File: src/rtl/arb_pkg.sv
// arb_pkg: shared types and helpers for the round-robin mux arbiter.
package arb_pkg;
    typedef enum logic {OUT_EMPTY, OUT_FULL} out_state_t;
    localparam int MAX_N = 8;
    function automatic int rr_next(input int ptr, input int n);
        return (ptr + 1) % n;
    endfunction
endpackage

File: src/rtl/rr_pick.sv
// rr_pick: rotate-priority encoder; the first request found at last_ptr+1, last_ptr+2, ... mod N wins.
module rr_pick
    import arb_pkg::*;
#(
    parameter int N = 3,
    parameter int S = $clog2(N)
) (
    input  logic [N-1:0] req,
    input  logic [S-1:0] last_ptr,
    output logic [S-1:0] winner,
    output logic         any
);
    // Scan farthest-first so the nearest requester after last_ptr overwrites the rest.
    always_comb begin
        winner = S'(rr_next(int'(last_ptr), N));
        any = 1'b0;
        for (int k = N; k >= 1; k--) begin
            if (req[(int'(last_ptr) + k) % N]) begin
                winner = S'((int'(last_ptr) + k) % N);
                any = 1'b1;
            end
        end
    end
endmodule

File: src/rtl/rr_mux_arbiter.sv
// rr_mux_arbiter: round-robin arbiter sharing one N:1 W-bit mux, one-entry output register.
// Optional RR_MUX_ARBITER_LOCK_EN adds req_lock to keep multi-word bursts from interleaving.
module rr_mux_arbiter
    import arb_pkg::*;
#(
    parameter int N = 3,
    parameter int W = 2,
    parameter int S = $clog2(N)
) (
    input  logic           clk,
    input  logic           rst,
    input  logic [N-1:0]   req_valid,
    input  logic [N*W-1:0] req_data,
    output logic [N-1:0]   req_ready,
    output logic [S-1:0]   grant_sel,
    output logic           out_valid,
    output logic [W-1:0]   out_data,
    output logic [S-1:0]   out_src,
    input  logic           out_ready
`ifdef RR_MUX_ARBITER_LOCK_EN
    ,
    input  logic [N-1:0]   req_lock
`endif
);
    out_state_t   state;
    logic [S-1:0] last_ptr;
    logic [S-1:0] winner;
    logic         any;
    logic         accept_en;
    logic         xfer;
    logic [N-1:0] req_eff;

`ifdef RR_MUX_ARBITER_LOCK_EN
    logic         locked;
    logic [S-1:0] lock_idx;
    // A held lock hides every requester except the lock owner.
    assign req_eff = locked ? (req_valid & (N'(1) << lock_idx)) : req_valid;
`else
    assign req_eff = req_valid;
`endif

    rr_pick #(.N(N), .S(S)) u_pick (
        .req      (req_eff),
        .last_ptr (last_ptr),
        .winner   (winner),
        .any      (any)
    );

    always_comb begin
        out_valid = state == OUT_FULL;
        accept_en = !out_valid || out_ready;
        grant_sel = winner;
        req_ready = (accept_en && any) ? (N'(1) << winner) : '0;
        xfer      = |req_ready;
    end

    always_ff @(posedge clk) begin
        if (rst) begin
            state    <= OUT_EMPTY;
            out_data <= '0;
            out_src  <= '0;
            last_ptr <= S'(N - 1);
`ifdef RR_MUX_ARBITER_LOCK_EN
            locked   <= 1'b0;
            lock_idx <= '0;
`endif
        end else if (xfer) begin
            state    <= OUT_FULL;
            out_data <= req_data[int'(winner)*W +: W];
            out_src  <= winner;
            last_ptr <= winner;
`ifdef RR_MUX_ARBITER_LOCK_EN
            locked   <= req_lock[winner];
            lock_idx <= winner;
`endif
        end else if (out_ready) begin
            state <= OUT_EMPTY;
        end
    end
endmodule

File: config.mk
export PLATFORM = sky130hd
export DESIGN_NAME = rr_mux_arbiter
export DESIGN_NICKNAME = d
export VERILOG_FILES = /design/src/rtl/arb_pkg.sv /design/src/rtl/rr_pick.sv /design/src/rtl/rr_mux_arbiter.sv
export SDC_FILE = /design/constraint.sdc
export NUM_CORES = 1
export LEC_CHECK = 0
export ABC_AREA = 1
export BUFFER_PORTS_ARGS = -buffer_cell sky130_fd_sc_hd__buf_2
export CAP_MARGIN = 20
export CELL_PAD_IN_SITES_DETAIL_PLACEMENT = 1
export CELL_PAD_IN_SITES_GLOBAL_PLACEMENT = 2
export CORE_MARGIN = 2
export CORE_UTILIZATION = 24
export CTS_CLUSTER_DIAMETER = 50
export CTS_CLUSTER_SIZE = 14
export DETAILED_ROUTE_END_ITERATION = 6
export PLACE_DENSITY = 0.78
export SLEW_MARGIN = 20
export SYNTH_ARGS = -nofsm -noshare
export SYNTH_HDL_FRONTEND = slang
export SYNTH_SLANG_ARGS = --single-unit
File: constraint.sdc
create_clock -name clk -period 2.95 [get_ports clk]
set_clock_uncertainty 0.2 [all_clocks]
set_input_delay 0.1475 -clock clk [delete_from_list [all_inputs] [get_ports clk]]
set_output_delay 0.1475 -clock clk [all_outputs]
set_load 0.01 [all_outputs]
Word-level counts from Yosys, hierarchy flattened
Cells that the tools add are included. Widths: inputs -> output; s select.

Register bits: 7. Output and inout bits: 10. Bits of input ports: 12. Word-level logic and storage cells: 38.

$lt $le $gt $ge: 3. Shift-type cells: 2. Div/mod/pow operators: 3. Reduce and logical (&&, ||, !) cells: 5. $add $sub $neg: 3. Multiplexer cells: 18.

Operators with widths (number): $lt 32x4->1 const B (3); $mod 32x3->32 const B (3); $mux 1 (11); $add 2x2->3 const B (2); $bmux 1 s2 (3); $mux 2 (3); $shiftx 6x4->2 (1); $add 2x1->3 const B (1); $mux 3 (1); $reduce_or 3->1 (1); $shl 1x2->3 const A (1); $reduce_bool 2->1 (1); $logic_and 1x1->1 (1); $logic_not 1->1 (1); $logic_or 1x1->1 (1).

Logic depth before layout (Yosys ltp)
Gate-level depths: netlist of run 1.

Word-level depth: 12. Depth in mapped cells: 16. Depth with buffers taken out: 16.

By module
From an unflattened synthesis of run 1, not the netlist that was laid out.

Cell total of the unflattened synthesis: 88. Area total of the unflattened synthesis: 519.2 um^2.

By module, submodules not included: rr_mux_arbiter (cells each 45, area an instance 299.0 um^2, times used 1, seq. area each 120.1 um^2); rr_pick (cells each 43, area an instance 220.2 um^2, times used 1, seq. area each 0.0 um^2).

Worst setup path after synthesis of run 1
No wires, ideal clock.

Path type: register to register. From: register out_src[0] (netlist name). To: register out_data[0]. Clock period less this slack: 2.082 ns. Required time: 2.639 ns. Arrival time: 1.771 ns. Library setup time: 0.111 ns. Cell stages (with the launch flop): 17. Setup slack: 0.868 ns. Path buffers: 0. Cells stage by stage: dfxtp_1 > inv_1 > ha_1 > inv_2 > nand2_1 > nand2_1 > nand2_1 > nand2_1 > inv_1 > nand2_1 > nand2_2 > nor2_2 > nand2_4 > nand2_2 > nand2_1 > nor2_1 > nor2_1.

RTL lines: end signal: assignment (line rr_mux_arbiter.sv:69) `out_data <= req_data[int'(winner)*W +: W];`; end: declaration (line rr_mux_arbiter.sv:17) `output logic [W-1:0] out_data,`.

==> results of run 1 <==
-- cell usage after synthesis --
library cell,number,area (µm²)
sky130_fd_sc_hd__a21oi_1,2,10.0
sky130_fd_sc_hd__a21oi_2,1,8.76
sky130_fd_sc_hd__a21oi_4,1,16.3
sky130_fd_sc_hd__buf_4,1,7.51
sky130_fd_sc_hd__dfxtp_1,6,120
sky130_fd_sc_hd__ha_1,4,50.1
sky130_fd_sc_hd__inv_1,17,63.8
sky130_fd_sc_hd__inv_2,5,18.8
sky130_fd_sc_hd__nand2_1,33,124
sky130_fd_sc_hd__nand2_2,3,18.8
sky130_fd_sc_hd__nand2_4,3,33.8
sky130_fd_sc_hd__nand3_1,17,85.1
sky130_fd_sc_hd__nand3_2,2,20.0
sky130_fd_sc_hd__nand3b_1,2,15.0
sky130_fd_sc_hd__nor2_1,13,48.8
sky130_fd_sc_hd__nor2_2,1,6.26
sky130_fd_sc_hd__o21ai_1,1,5.00
sky130_fd_sc_hd__o21ai_2,1,8.76
sky130_fd_sc_hd__o21bai_2,1,11.3
-- registers in the layout (all words and copies together) (netlist names) --
| register | count |
|---|---|
| last_ptr | 1 |
| out_data | 2 |
| out_valid | 1 |
| out_src | 2 |
-- metrics by stage --
step                instances  utilization  setup WS [ns]  area (µm²)
detailed placement        165        0.298          0.621         808
global route              169        0.310          0.158         841
finish                    169        0.310          0.406         841
floorplan                 114            -          0.868         672
CTS                       169        0.310          0.346         841
global placement          165        0.298          0.655         808
-- worst register-to-register path: stages, from the launching register on --
cell and delay [ns]:
sky130_fd_sc_hd__dfxtp_1 0.38, sky130_fd_sc_hd__inv_1 0.09, sky130_fd_sc_hd__ha_1 0.37, sky130_fd_sc_hd__inv_2 0.12, sky130_fd_sc_hd__nand2_1 0.06, sky130_fd_sc_hd__nand2_1 0.07
sky130_fd_sc_hd__a21oi_1 0.08, sky130_fd_sc_hd__nor2_1 0.24, sky130_fd_sc_hd__inv_2 0.10, sky130_fd_sc_hd__nand2_4 0.11, sky130_fd_sc_hd__nand2_4 0.08, sky130_fd_sc_hd__nand2_2 0.10
sky130_fd_sc_hd__nand2_1 0.05, sky130_fd_sc_hd__nor2_1 0.09, sky130_fd_sc_hd__nor2_1 0.05
-- power by group through the flow --
stage,Combinational [mW],Sequential (mW),Clock [mW]
4_1_cts,0.948,0.136,0.0793
6_report,0.923,0.136,0.0739
3_5_place_dp,0.941,0.137,0
2_1_floorplan,0.709,0.144,0
5_1_grt,1.06,0.140,0.0843
3_3_place_gp,0.931,0.136,0
-- logic make-up (layout without fill, tap and decap cells) --
logic type	count (synthesis)	in the layout
AO/OA/AOI/OAI	7	7
adder cells (fa/ha/maj)	4	4
buffers and inverters	23	47
flip-flops	6	6
AND/OR/NAND/NOR	74	74
-- worst min path at each step --
stage / startpoint / to / depth (start not counted)
5_1_grt: out_ready / out_valid / 4
3_3_place_gp: rst / out_src[0] / 2
6_report: out_ready / out_valid / 4
4_1_cts: out_ready / out_valid / 4
3_5_place_dp: rst / out_src[0] / 2
2_1_floorplan: rst / out_src[0] / 1
-- layer usage --
layer	routed length (µm)	track usage	vias to the layer above
met5	0	0	-
met3	68	0.00691	0
li1	-	-	398
met2	852	0.202	14
met4	0	0.0498	0
met1	781	0.150	334
-- final cells by class --
cell class              instances  share of cell area
clock buffers                   3              0.0268
inverters                      22              0.0982
multi-input cells              85               0.549
flip-flops and latches          6               0.143
well taps                      31              0.0461
repair buffers                 22               0.137
==> results.md, run 1 <==
Status:
- The run finished with clean final reports.

Clock tree:
- The post-cts resize count is 0.
- The insertion delay to the later sink of the worst-skew pair is around 0.24 ns.
- In this run the deepest clock path goes through 2 buffers.
- The CTS clock-pin slew for the worst setup and hold paths is roughly 0.04 ns.
- The number of buffers created by CTS is 3.
- The cell sitting at the root of the clock tree is a sky130_fd_sc_hd__clkbuf_4.
- The number of buffers inserted for hold repair after clock tree synthesis is 1.
- The post-CTS repair timing setup buffer count is 0.
- The clock tree from TritonCTS is built.
- Clock tree synthesis found a total of 6 sinks.
- The number of levels in the clock H-tree is 1.

Logic synthesis:
- The simple-gate share of the synthesized area is 0.523.
- The warning count from the yosys run is 0.
- By area, the combinational part of the netlist is dominated by simple AND/OR/NAND/NOR gates.
- The portion of synthesized area spent on multiplexers is 0.
- In this run, synthesis produced a sequential element count of 6.
- The area fraction in compound gates after synthesis is 0.0894.
- The cell area that synthesis handed to floorplanning was 672 µm².
- The number of instances in the synthesized netlist is 114.
- The fraction of the mapped netlist area in adder cells is 0.0745.
- The fraction of synthesized cell area in xor and xnor cells is 0.
- The count of different cell masters after synthesis is 19.
- The post-synthesis net count is between 100 and 150.
- For this run, the register share of the synthesized area comes to 0.179.
- The post-synthesis average cell area is 5.89 µm².

Die:
- The initialized floorplan defines 19 standard-cell rows.
- The top-level port count is 22.
- The initial utilization of the core area, before any placement, comes to 0.248.
- The core region is 2710 µm².
- The die is 56.9 µm tall.
- From left edge to right edge, the die measures roughly 57 µm.
- The total die area is about 3200 µm².

Cells and area:
- The fraction of layout instances using a drive strength above 1 is 0.304.
- The library cells used most frequently in the layout, excluding fill and tap cells, are sky130_fd_sc_hd__nand2_1 (33), sky130_fd_sc_hd__buf_2 (21), sky130_fd_sc_hd__inv_1 (17), sky130_fd_sc_hd__nand3_1 (17), sky130_fd_sc_hd__nor2_1 (13).
- The footprint of the flip-flops and latches is approximately 120 µm².
- For this run, the post-layout net count is 156.
- The synthesis-to-layout area growth is 25.1%.
- Summing all multi-input logic gate instances after layout gives ~460 µm².
- The antenna diode instance count is 0.
- The most common cell after layout, fill and taps aside is sky130_fd_sc_hd__nand2_1.
- The number of fill cells is around 380.

Global routing:
- The total global-route track usage is 0.117.
- The first global-routing pass estimated between 3000 and 4000 µm of wire.
- The aggregate global routing overflow is 0.
- The number of global-route vias before repair is between 700 and 800.
- Entering global routing, the biggest net connects 8 pins.
- The number of antenna violations at the first check in global routing is 0.

Placed design:
- The sum of net half-perimeters after detailed placement is between 1000 and 1500 µm.
- Routability-driven placement finished with a final weighted congestion of ~0.77.
- The number of buffer cells added on primary ports is 21.

Power:
- Summing internal, switching and leakage power gives between 1 and 1.5 mW.
- The power spent charging and discharging nets is ~0.64 mW.
- Cell internal power was estimated by the tool at roughly 0.5 mW.
- The register share of total power is 0.120.
- The worst vdd rail ir drop is 0.697 mV.
- For this design the ratio of total power to cell area is 1350 nW/µm².
- The combinational group share of total power is 0.815.
- The static leakage is roughly 0.52 nW.
- The switching part of the total power is 0.569.
- Of the total power, the clock network draws 0.065.

Worst setup path:
- In this design, the stage delay of the slowest critical-path cell is between 0.3 and 0.4 ns.
- The buffer and inverter count on the worst path is 5.
- The kind of start point of the critical path is a register.
- STA classifies the critical path endpoint as an output pin.
- The critical path ends at req_ready[2].
- At the worst endpoint, the required time is 2.60 ns.
- Data arrives at the worst endpoint at about 2.2 ns.
- The critical path goes through inv_1, ha_1, inv_2, nand2_1, nand2_1, a21oi_1, nor2_1, inv_2, nand2_4, nand3_1, inv_1, buf_2.
- The maximum fanout along the worst path is 5.
- Measured in cells, the most critical reg-to-reg path has a length of 14.
- The worst register-to-register path begins at out_src[0].
- The reg2reg setup slack is approximately 0.65 ns.
- Counting buffers and inverters, the worst setup path is 12 cells deep.
- Among cell families on the critical path, the largest total delay comes from simple AND/OR/NAND/NOR gates.
- The capturing point of the worst reg2reg path is out_data[0].
- The slowest stage of the critical path belongs to the cell sky130_fd_sc_hd__dfxtp_1.
- The critical path in this run is classified as reg2out.
- The first element of the critical path is out_src[0].

Timing:
- The max-slew violation total from the final report came to 0.
- The hold violation total from the final report is 0.
- Setup violations remaining at the end of the flow were counted as 0.
- The timing-limited maximum frequency is just under 400 MHz.
- Setup repair after global routing left no endpoint under its margin.
- The worst pin sits at a relative slew slack of 0.815.
- The setup total negative slack is 0 ns.
- Counting I/O delays and the setup requirement, the final critical path takes about 2.5 ns.
- The final cycle utilization of the critical path is 0.862.
- At the pin with the least slew margin, the transition time is ~0.28 ns.
- The worst hold slack is 0.0457 ns.

Drt:
- For this block, the via count after detailed routing is 746.
- Using the TritonRoute via totals, the vias-per-cell ratio works out to roughly 4.4.
- In this run, the number of DRC markers left after iteration 0 of detailed routing was 6.
- The routed design has 1700 µm of wire.
- The routed length per instance is between 10 and 15 µm.
- The number of nets with antenna violations after routing is 0.
- The number of detailed-route iterations in the first pass is 4.
- The DRC violation count after routing is 0.

Worst hold path:
- The worst hold path belongs to the class in2reg.

Job:
- The max-capacitance violation count is 0.
Power figures use the tool's default switching activity.
==> run 2, diff against run 1 <==
--- a/config.mk
+++ b/config.mk
@@ -8,15 +8,17 @@
 export ABC_AREA = 1
 export BUFFER_PORTS_ARGS = -buffer_cell sky130_fd_sc_hd__buf_2
 export CAP_MARGIN = 20
-export CELL_PAD_IN_SITES_DETAIL_PLACEMENT = 1
-export CELL_PAD_IN_SITES_GLOBAL_PLACEMENT = 2
+export CELL_PAD_IN_SITES_DETAIL_PLACEMENT = 0
+export CELL_PAD_IN_SITES_GLOBAL_PLACEMENT = 1
 export CORE_MARGIN = 2
-export CORE_UTILIZATION = 24
+export CORE_UTILIZATION = 31
+export CTS_BUF_LIST = sky130_fd_sc_hd__clkbuf_2
 export CTS_CLUSTER_DIAMETER = 50
 export CTS_CLUSTER_SIZE = 14
 export DETAILED_ROUTE_END_ITERATION = 6
-export PLACE_DENSITY = 0.78
+export PLACE_DENSITY = 0.8
 export SLEW_MARGIN = 20
 export SYNTH_ARGS = -nofsm -noshare
 export SYNTH_HDL_FRONTEND = slang
+export SYNTH_HIERARCHICAL = 1
 export SYNTH_SLANG_ARGS = --single-unit
==> run 2 against run 1 <==
Via count decreased by 18%. Design area fell by 21%. Synthesized area down 23%. First-iteration DRC count grew 130%. Utilization is 12 points higher. Critical path type unchanged.
==> results.md, run 2 <==
Clock tree:
- The insertion delay to the later sink of the worst-skew pair was 0.21 ns (-0.03 ns).
- The maximum clock path buffer count is 2 (unchanged).
- The clock tree from TritonCTS is built.
- The CTS clock-pin slew for the worst setup and hold paths came to 0.06 ns (+0.02 ns).
- The number of buffers created by CTS came to 3 (unchanged).
- The number of levels in the clock H-tree is 1 (unchanged).
- The number of sinks handled by clock tree synthesis is 6 (unchanged).
- Clock tree synthesis selected as its root buffer the cell sky130_fd_sc_hd__clkbuf_2.
- The post-CTS repair timing setup buffer count is 0 (unchanged).
- The post-cts resize count came to 0 (unchanged).

Timing:
- The setup total negative slack is 0 ns (unchanged).
- The time the final worst path needs with I/O delays and setup was 2.75 ns (+0.206 ns).
- The number of setup violations in the final report came to 0 (unchanged).
- The final cycle utilization of the critical path is 0.932 (+0.0699).
- The transition time at the pin with the least slew margin is 0.554 ns (+0.278 ns).
- The max-slew violation total from the final report is 0 (unchanged).
- The hold violation total from the final report is 0 (unchanged).
- The timing-limited maximum frequency is 364 MHz (-7.5%).
- Setup repair after global routing left no endpoint under its margin.
- The headroom to the max-slew limit is 0.629 (-0.186).

Logic synthesis:
- The portion of synthesized cell area occupied by the leading cell type is 0.231 (+0.0470).
- By area the synthesized netlist is led by sky130_fd_sc_hd__dfxtp_1 (23%), sky130_fd_sc_hd__nand2_1 (17%), sky130_fd_sc_hd__inv_1 (12%), sky130_fd_sc_hd__nand3_1 (9.6%), sky130_fd_sc_hd__ha_1 (7.2%).
- The count of different cell masters after synthesis came to 18 (-1).
- The number of synthesized register bits came to 6 (unchanged).
- The cell area after synthesis is 519 µm² (-23%).
- The number of instances in the synthesized netlist is 88 (-23%).
- The proportion of synthesized flip-flops having asynchronous set or reset is 0 (unchanged).
- The post-synthesis average cell area is 5.90 µm² (+0.11%).
- The warning count from the yosys run is 6 (+6).
- The number of enable-type register cells in the synthesized netlist is 0 (unchanged).
- Sorting the synthesized cells by how often they occur yields sky130_fd_sc_hd__nand2_1 (24), sky130_fd_sc_hd__inv_1 (17), sky130_fd_sc_hd__nand3_1 (10).
- In the synthesized netlist the dominant register cell turns out to be sky130_fd_sc_hd__dfxtp_1.
- The library cell with the largest summed area after synthesis is sky130_fd_sc_hd__dfxtp_1.
- The post-synthesis net count is 103 (-21%).
- The fraction of the yosys area taken by sequential cells is 0.231 (+0.0526).
- The most common cell in the synthesized netlist is sky130_fd_sc_hd__nand2_1.

Cells and area:
- The final net count was 129 (-17%).
- In the layout the commonest cells are sky130_fd_sc_hd__nand2_1 (24), sky130_fd_sc_hd__buf_2 (21), sky130_fd_sc_hd__inv_1 (17).
- The number of fill cells was 172 (-54%).
- The area of combinational cells with multiple inputs is 317 µm² (-31%).
- The antenna diode instance count is 0 (unchanged).
- The synthesis-to-layout area growth is 27.5%.
- The fraction of layout instances using a drive strength above 1 came to 0.286 (-0.0186).
- The most common cell after layout, fill and taps aside is sky130_fd_sc_hd__nand2_1.
- The footprint of the flip-flops and latches is 120 µm² (unchanged).
- The largest registers in the layout are out_data x2, out_src x2.

Die:
- The top-level port count came to 22 (unchanged).
- The floorplan row count was 14 (-5).
- The x dimension of the die was 44.9 µm (-21%).
- The die height is 44.9 µm (-21%).
- The effective utilization at floorplan was 0.337 (+0.0889).
- The total core area is 1540 µm² (-43%).
- The total die area is 2020 µm² (-38%).

Power:
- The worst vdd rail ir drop is 0.509 mV (-27%).
- The static leakage was 0.402 nW (-23%).
- The total power came to 0.752 mW (-34%).
- The power per cell area is 1140 nW/µm² (-16%).

Job:
- The max-capacitance violation count is 0 (unchanged).

Global routing:
- The wire length of the first global-routing pass was 1860 µm (-40%).
- The largest net degree at the start of global routing is 9 (+1).
- The total global-route track usage was 0.123 (+0.00623).
- The number of global-route vias before repair is 483 (-36%).
- The number of antenna violations at the first check in global routing was 0 (unchanged).
- The aggregate global routing overflow came to 0 (unchanged).

Status:
- The flow ran to the end, and the final reports show no timing, DRC or antenna violations.

Drt:
- The DRC violation count after routing is 0 (unchanged).
- The routed length per instance is 9.53 µm (-5.3%).
- The number of nets with antenna violations after routing is 0 (unchanged).
- The number of detailed-route iterations in the first pass is 4 (unchanged).
- The detailed router's first-iteration violation count is 14 (+8).
- The total length of routed met3 wires is 91 µm (+34%).
- The met1 routed wirelength after detailed routing is 628 µm (-20%).
- The uppermost signal routing layer after detailed routing is met3.
- The total length of routed met2 wires is 499 µm (-41%).
- The total detailed-routing wirelength was 1220 µm (-28%).
- The vias per cell is 4.77 (+8.0%).
- The total number of vias came to 610 (-18%).

Placed design:
- The number of buffer cells added on primary ports is 21 (unchanged).
- The global placer's final weighted congestion came to 0.806 (+4.8%).
- The sum of net half-perimeters after detailed placement is 967 µm (-35%).

Worst setup path:
- The maximum fanout along the worst path is 7 (+2).
- The stage delay of the slowest cell on the critical path came to 0.48 ns (+0.10 ns).
- The worst setup path is launched from a register.
- The cell that appears most often on the critical path is sky130_fd_sc_hd__inv_1.
- The cell with the largest stage delay on the worst path is sky130_fd_sc_hd__a31oi_1.
- The signal on the critical path passes through inv_1, ha_1, nor3_2, inv_1, a31oi_1, inv_1, nand4_1, inv_1, buf_2.
- The data required time of the critical path is 2.60 ns (about the same).
- The arrival time at the worst endpoint is 2.40 ns (+0.20 ns).
- The critical path in this run is classified as reg2out.
- The kind of end point of the critical path is an output pin.

Worst hold path:
- The worst hold path class is in2reg.
run 2: cell families after synthesis:
| kind of cell | share of synthesized area |
|---|---|
| fa+ha+maj | 0.0723 |
| flops | 0.231 |
| compound gates | 0.106 |
| buf+inv | 0.159 |
| simple gates | 0.431 |
run 2: power breakdown:
group / switching (mW) / internal [mW]
registers: 0.0199 / 0.114
clock network: 0.0279 / 0.0275
logic: 0.357 / 0.205
run 2: metal layers:
layer / vias up / global-route usage
met4: 0 / 0
li1: 325 / -
met3: 0 / 0.0600
met5: - / 0
met2: 23 / 0.189
met1: 262 / 0.168
run 2: repair_timing:
action                                 CTS  global route
endpoints found under the hold margin    3             0
setup endpoints to repair                0             0
hold buffers                             1             0
run 2: critical path: cells and delay by family, from the launching register on:
kind | cells | cell delay, ns
AO/OA/AOI/OAI | 1 | 0.48
adder cells (fa/ha/maj) | 1 | 0.41
buffers and inverters | 5 | 0.49
flip-flops | 1 | 0.37
AND/OR/NAND/NOR | 2 | 0.44
run 2: metrics by stage:
step	hold slack [ns]	cells	setup slack, ns	instance area (µm²)	utilization
2_1_floorplan	0.0166	88	0.636	519	-
3_3_place_gp	0.159	124	0.557	637	0.413
3_5_place_dp	0.155	124	0.472	637	0.413
4_1_cts	0.0362	128	0.225	662	0.429
5_1_grt	0.0637	128	0.00549	662	0.429
6_report	0.0401	128	0.200	662	0.429
run 2: area by class of cell:
cell class | count | area share
inverters | 20 | 0.113
clock buffers | 3 | 0.0227
repair buffers | 22 | 0.174
well taps | 16 | 0.0302
flip-flops and latches | 6 | 0.181
multi-input cells | 61 | 0.478
run 2: path summary, 6_finish.rpt:
kind / slack [ns] / to / start / depth (start not counted)
max reg2reg: 0.50 / out_data[0] / out_src[0] / 10
min reg2reg: 0.26 / out_src[1] / out_src[1] / 2
max: 0.20 / req_ready[1] / out_src[0] / 9
min: 0.04 / out_data[0] / req_data[0] / 5
==> run 3, diff against run 2 <==
--- a/config.mk
+++ b/config.mk
@@ -10,6 +10,7 @@
 export CAP_MARGIN = 20
 export CELL_PAD_IN_SITES_DETAIL_PLACEMENT = 0
 export CELL_PAD_IN_SITES_GLOBAL_PLACEMENT = 1
+export CORE_ASPECT_RATIO = 0.8
 export CORE_MARGIN = 2
 export CORE_UTILIZATION = 31
 export CTS_BUF_LIST = sky130_fd_sc_hd__clkbuf_2
==> run 3 against run 2 <==
Clock-buffer cell count unchanged. Power grew 0.62%. Clock power increased by 2%. Setup slack better by 0.19 ns. Routed wire length down 2.2%. Non-clock buffer count unchanged. Global-route usage increased by 0.26 points. Fmax increased by 7.5%.
==> results.md, run 3 (synthesis results as in run 2) <==
Die:
- The die height is 40.6 µm (-9.6%).
- The total core area is 1590 µm² (+3.4%).
- The top-level port count was 22 (unchanged).
- The floorplan row count is 13 (-1).
- The total die area is 2020 µm² (+0.10%).
- The x dimension of the die was 49.8 µm (+11%).
- The effective utilization at floorplan is 0.326 (-0.0111).

Worst setup path:
- The arrival time at the worst endpoint is 2.21 ns (-0.19 ns).
- The worst setup path is captured at an output pin.
- The stage delay of the slowest cell on the critical path is 0.41 ns (-0.07 ns).
- STA classifies the critical path startpoint as a register.
- The data required time of the critical path came to 2.60 ns (about the same).
- Walking the worst path, the cells encountered are inv_1, ha_1, nor3_2, inv_1, a31oi_2, inv_1, nand4_1, inv_1, buf_2.
- The largest individual stage delay along the critical path comes from the cell sky130_fd_sc_hd__ha_1.
- By startpoint and endpoint, the worst setup path is classified as reg2out.
- The buffer and inverter count on the worst path is 5 (unchanged).
- The maximum fanout along the worst path is 7 (unchanged).
- The number of cells on the critical path was 9 (unchanged).
- Among the stages of the critical path, the cell type that occurs most often is sky130_fd_sc_hd__inv_1.
- The count of cells along the worst register-to-register path is 10 (unchanged).
- The family of cells with the greatest summed delay on the critical path is buffers and inverters.

Timing:
- The hold violation total from the final report is 0 (unchanged).
- The time the final worst path needs with I/O delays and setup is 2.56 ns (-0.191 ns).
- The timing-limited maximum frequency is 391 MHz (+7.5%).
- The headroom to the max-slew limit is 0.789 (+0.160).
- The final cycle utilization of the critical path came to 0.868 (-0.0648).
- The setup total negative slack came to 0 ns (unchanged).
- The max-slew violation total from the final report is 0 (unchanged).
- The number of setup violations in the final report is 0 (unchanged).
- Setup repair after global routing left no endpoint under its margin.
- The transition time at the pin with the least slew margin was 0.315 ns (-0.239 ns).

Drt:
- The total detailed-routing wirelength came to 1190 µm (-2.2%).
- The DRC violation count after routing is 0 (unchanged).
- The total number of vias is 600 (-1.6%).
- The number of nets with antenna violations after routing was 0 (unchanged).
- The vias per cell is 4.48 (-6.0%).
- The routed length per instance was 8.90 µm (-6.6%).
- The number of detailed-route iterations in the first pass is 4 (unchanged).
- The detailed router's first-iteration violation count was 23 (+9).

Placed design:
- The sum of net half-perimeters after detailed placement is 988 µm (+2.2%).
- The area after detailed placement is 644 µm² (+1.2%).
- The global placer's final weighted congestion came to 0.862 (+6.9%).
- The post-placement cell count is 130 (+4.8%).
- The number of buffer cells added on primary ports is 21 (unchanged).

Worst hold path:
- The hold path depth is 4 (-1).
- The worst hold path class is in2reg.

Power:
- The worst vdd rail ir drop is 0.380 mV (-25%).
- The power per cell area is 1120 nW/µm² (-1.4%).
- The static leakage was 0.402 nW (about the same).

Cells and area:
- The final net count is 129 (unchanged).
- In the layout the commonest cells are sky130_fd_sc_hd__nand2_1 (24), sky130_fd_sc_hd__buf_2 (21), sky130_fd_sc_hd__inv_1 (17).
- The share of the core filled with cells is 0.424 (-0.00552).
- The antenna diode instance count is 0 (unchanged).
- The summed area of non-filler cells in the final layout came to 676 µm² (+2.1%).
- The most common cell after layout, fill and taps aside is sky130_fd_sc_hd__nand2_1.
- The count of non-filler cells in the finished layout is 134 (+4.7%).
- The fraction of layout instances using a drive strength above 1 came to 0.295 (+0.00893).
- In the final layout, the registers with the most flip-flops are out_data x2, out_src x2.
- From synthesis to final layout, the design area changed by 30.1%.

Clock tree:
- The number of buffers created by CTS is 3 (unchanged).
- The maximum clock path buffer count is 2 (unchanged).
- The number of levels in the clock H-tree is 1 (unchanged).
- The CTS clock-pin slew for the worst setup and hold paths is 0.06 ns (about the same).
- The number of sinks handled by clock tree synthesis is 6 (unchanged).
- The insertion delay to the later sink of the worst-skew pair was 0.22 ns (about the same).
- The cell chosen for the clock root is sky130_fd_sc_hd__clkbuf_2.
- TritonCTS built the clock tree.

Global routing:
- The number of antenna violations at the first check in global routing was 0 (unchanged).
- The number of global-route vias before repair came to 467 (-3.3%).
- The total global-route track usage is 0.126 (+0.00258).
- The largest net degree at the start of global routing was 9 (unchanged).
- The wire length of the first global-routing pass is 1880 µm (+1.1%).
- The aggregate global routing overflow is 0 (unchanged).

Job:
- The max-capacitance violation count is 0 (unchanged).

Status:
- The flow ran to the end, and the final reports show no timing, DRC or antenna violations.
==> run 3: path summary, 6_finish.rpt <==
check | start | endpoint | slack (ns)
setup / recovery | out_src[0] | req_ready[1] | 0.39
hold / removal | out_ready | out_valid | 0.05
setup reg to reg | out_src[0] | out_data[0] | 0.65
hold reg to reg | out_src[1] | out_src[1] | 0.26
==> run 3: area by class of cell <==
cell class	instances	area [µm²]
Inverter	20	75.1
Sequential cell	6	120
Clock buffer	3	15.0
Fill cell	193	918
Tap cell	22	27.5
Multi-Input combinational cell	61	323
Timing Repair Buffer	22	115
==> run 3: report_power, final <==
group	total (mW)	switching (mW)	internal, mW
clock network	0.0564	0.0288	0.0276
registers	0.134	0.0199	0.114
logic	0.566	0.359	0.206
total	0.756	0.408	0.348
==> run 3: routing by layer <==
layer | GRT usage | vias up | wire length (µm)
li1 | - | 327 | -
met1 | 0.181 | 256 | 626
met2 | 0.187 | 17 | 520
met3 | 0.0261 | 0 | 45
met4 | 0.0417 | 0 | 0
met5 | 0 | - | 0
==> run 3: worst register-to-register path, cell delays in order (launching register included) <==
cell	delay, ns
sky130_fd_sc_hd__dfxtp_1	0.37
sky130_fd_sc_hd__inv_1	0.08
sky130_fd_sc_hd__ha_1	0.41
sky130_fd_sc_hd__nor3_2	0.27
sky130_fd_sc_hd__inv_1	0.08
sky130_fd_sc_hd__a31oi_2	0.31
sky130_fd_sc_hd__inv_1	0.13
sky130_fd_sc_hd__nand3_1	0.08
sky130_fd_sc_hd__nand3_1	0.10
sky130_fd_sc_hd__nor2_1	0.10
sky130_fd_sc_hd__nor2_1	0.05
==> run 3: timing repair <==
action                                  4_1_cts  5_1_grt
endpoints found under the hold margin         3        0
buffers inserted                              0        0
endpoints found under the setup margin        0        1
hold buffers                                  1        0
gates resized for setup                       0        1
==> run 3: per-stage QoR <==
stage | setup WS, ns | total power, mW | hold WS [ns]
3_3_place_gp | 0.551 | 0.699 | 0.154
3_5_place_dp | 0.482 | 0.698 | 0.156
2_1_floorplan | 0.636 | 0.544 | 0.0166
5_1_grt | 0.147 | 0.857 | 0.0774
4_1_cts | 0.223 | 0.758 | 0.0432
6_report | 0.391 | 0.756 | 0.0486
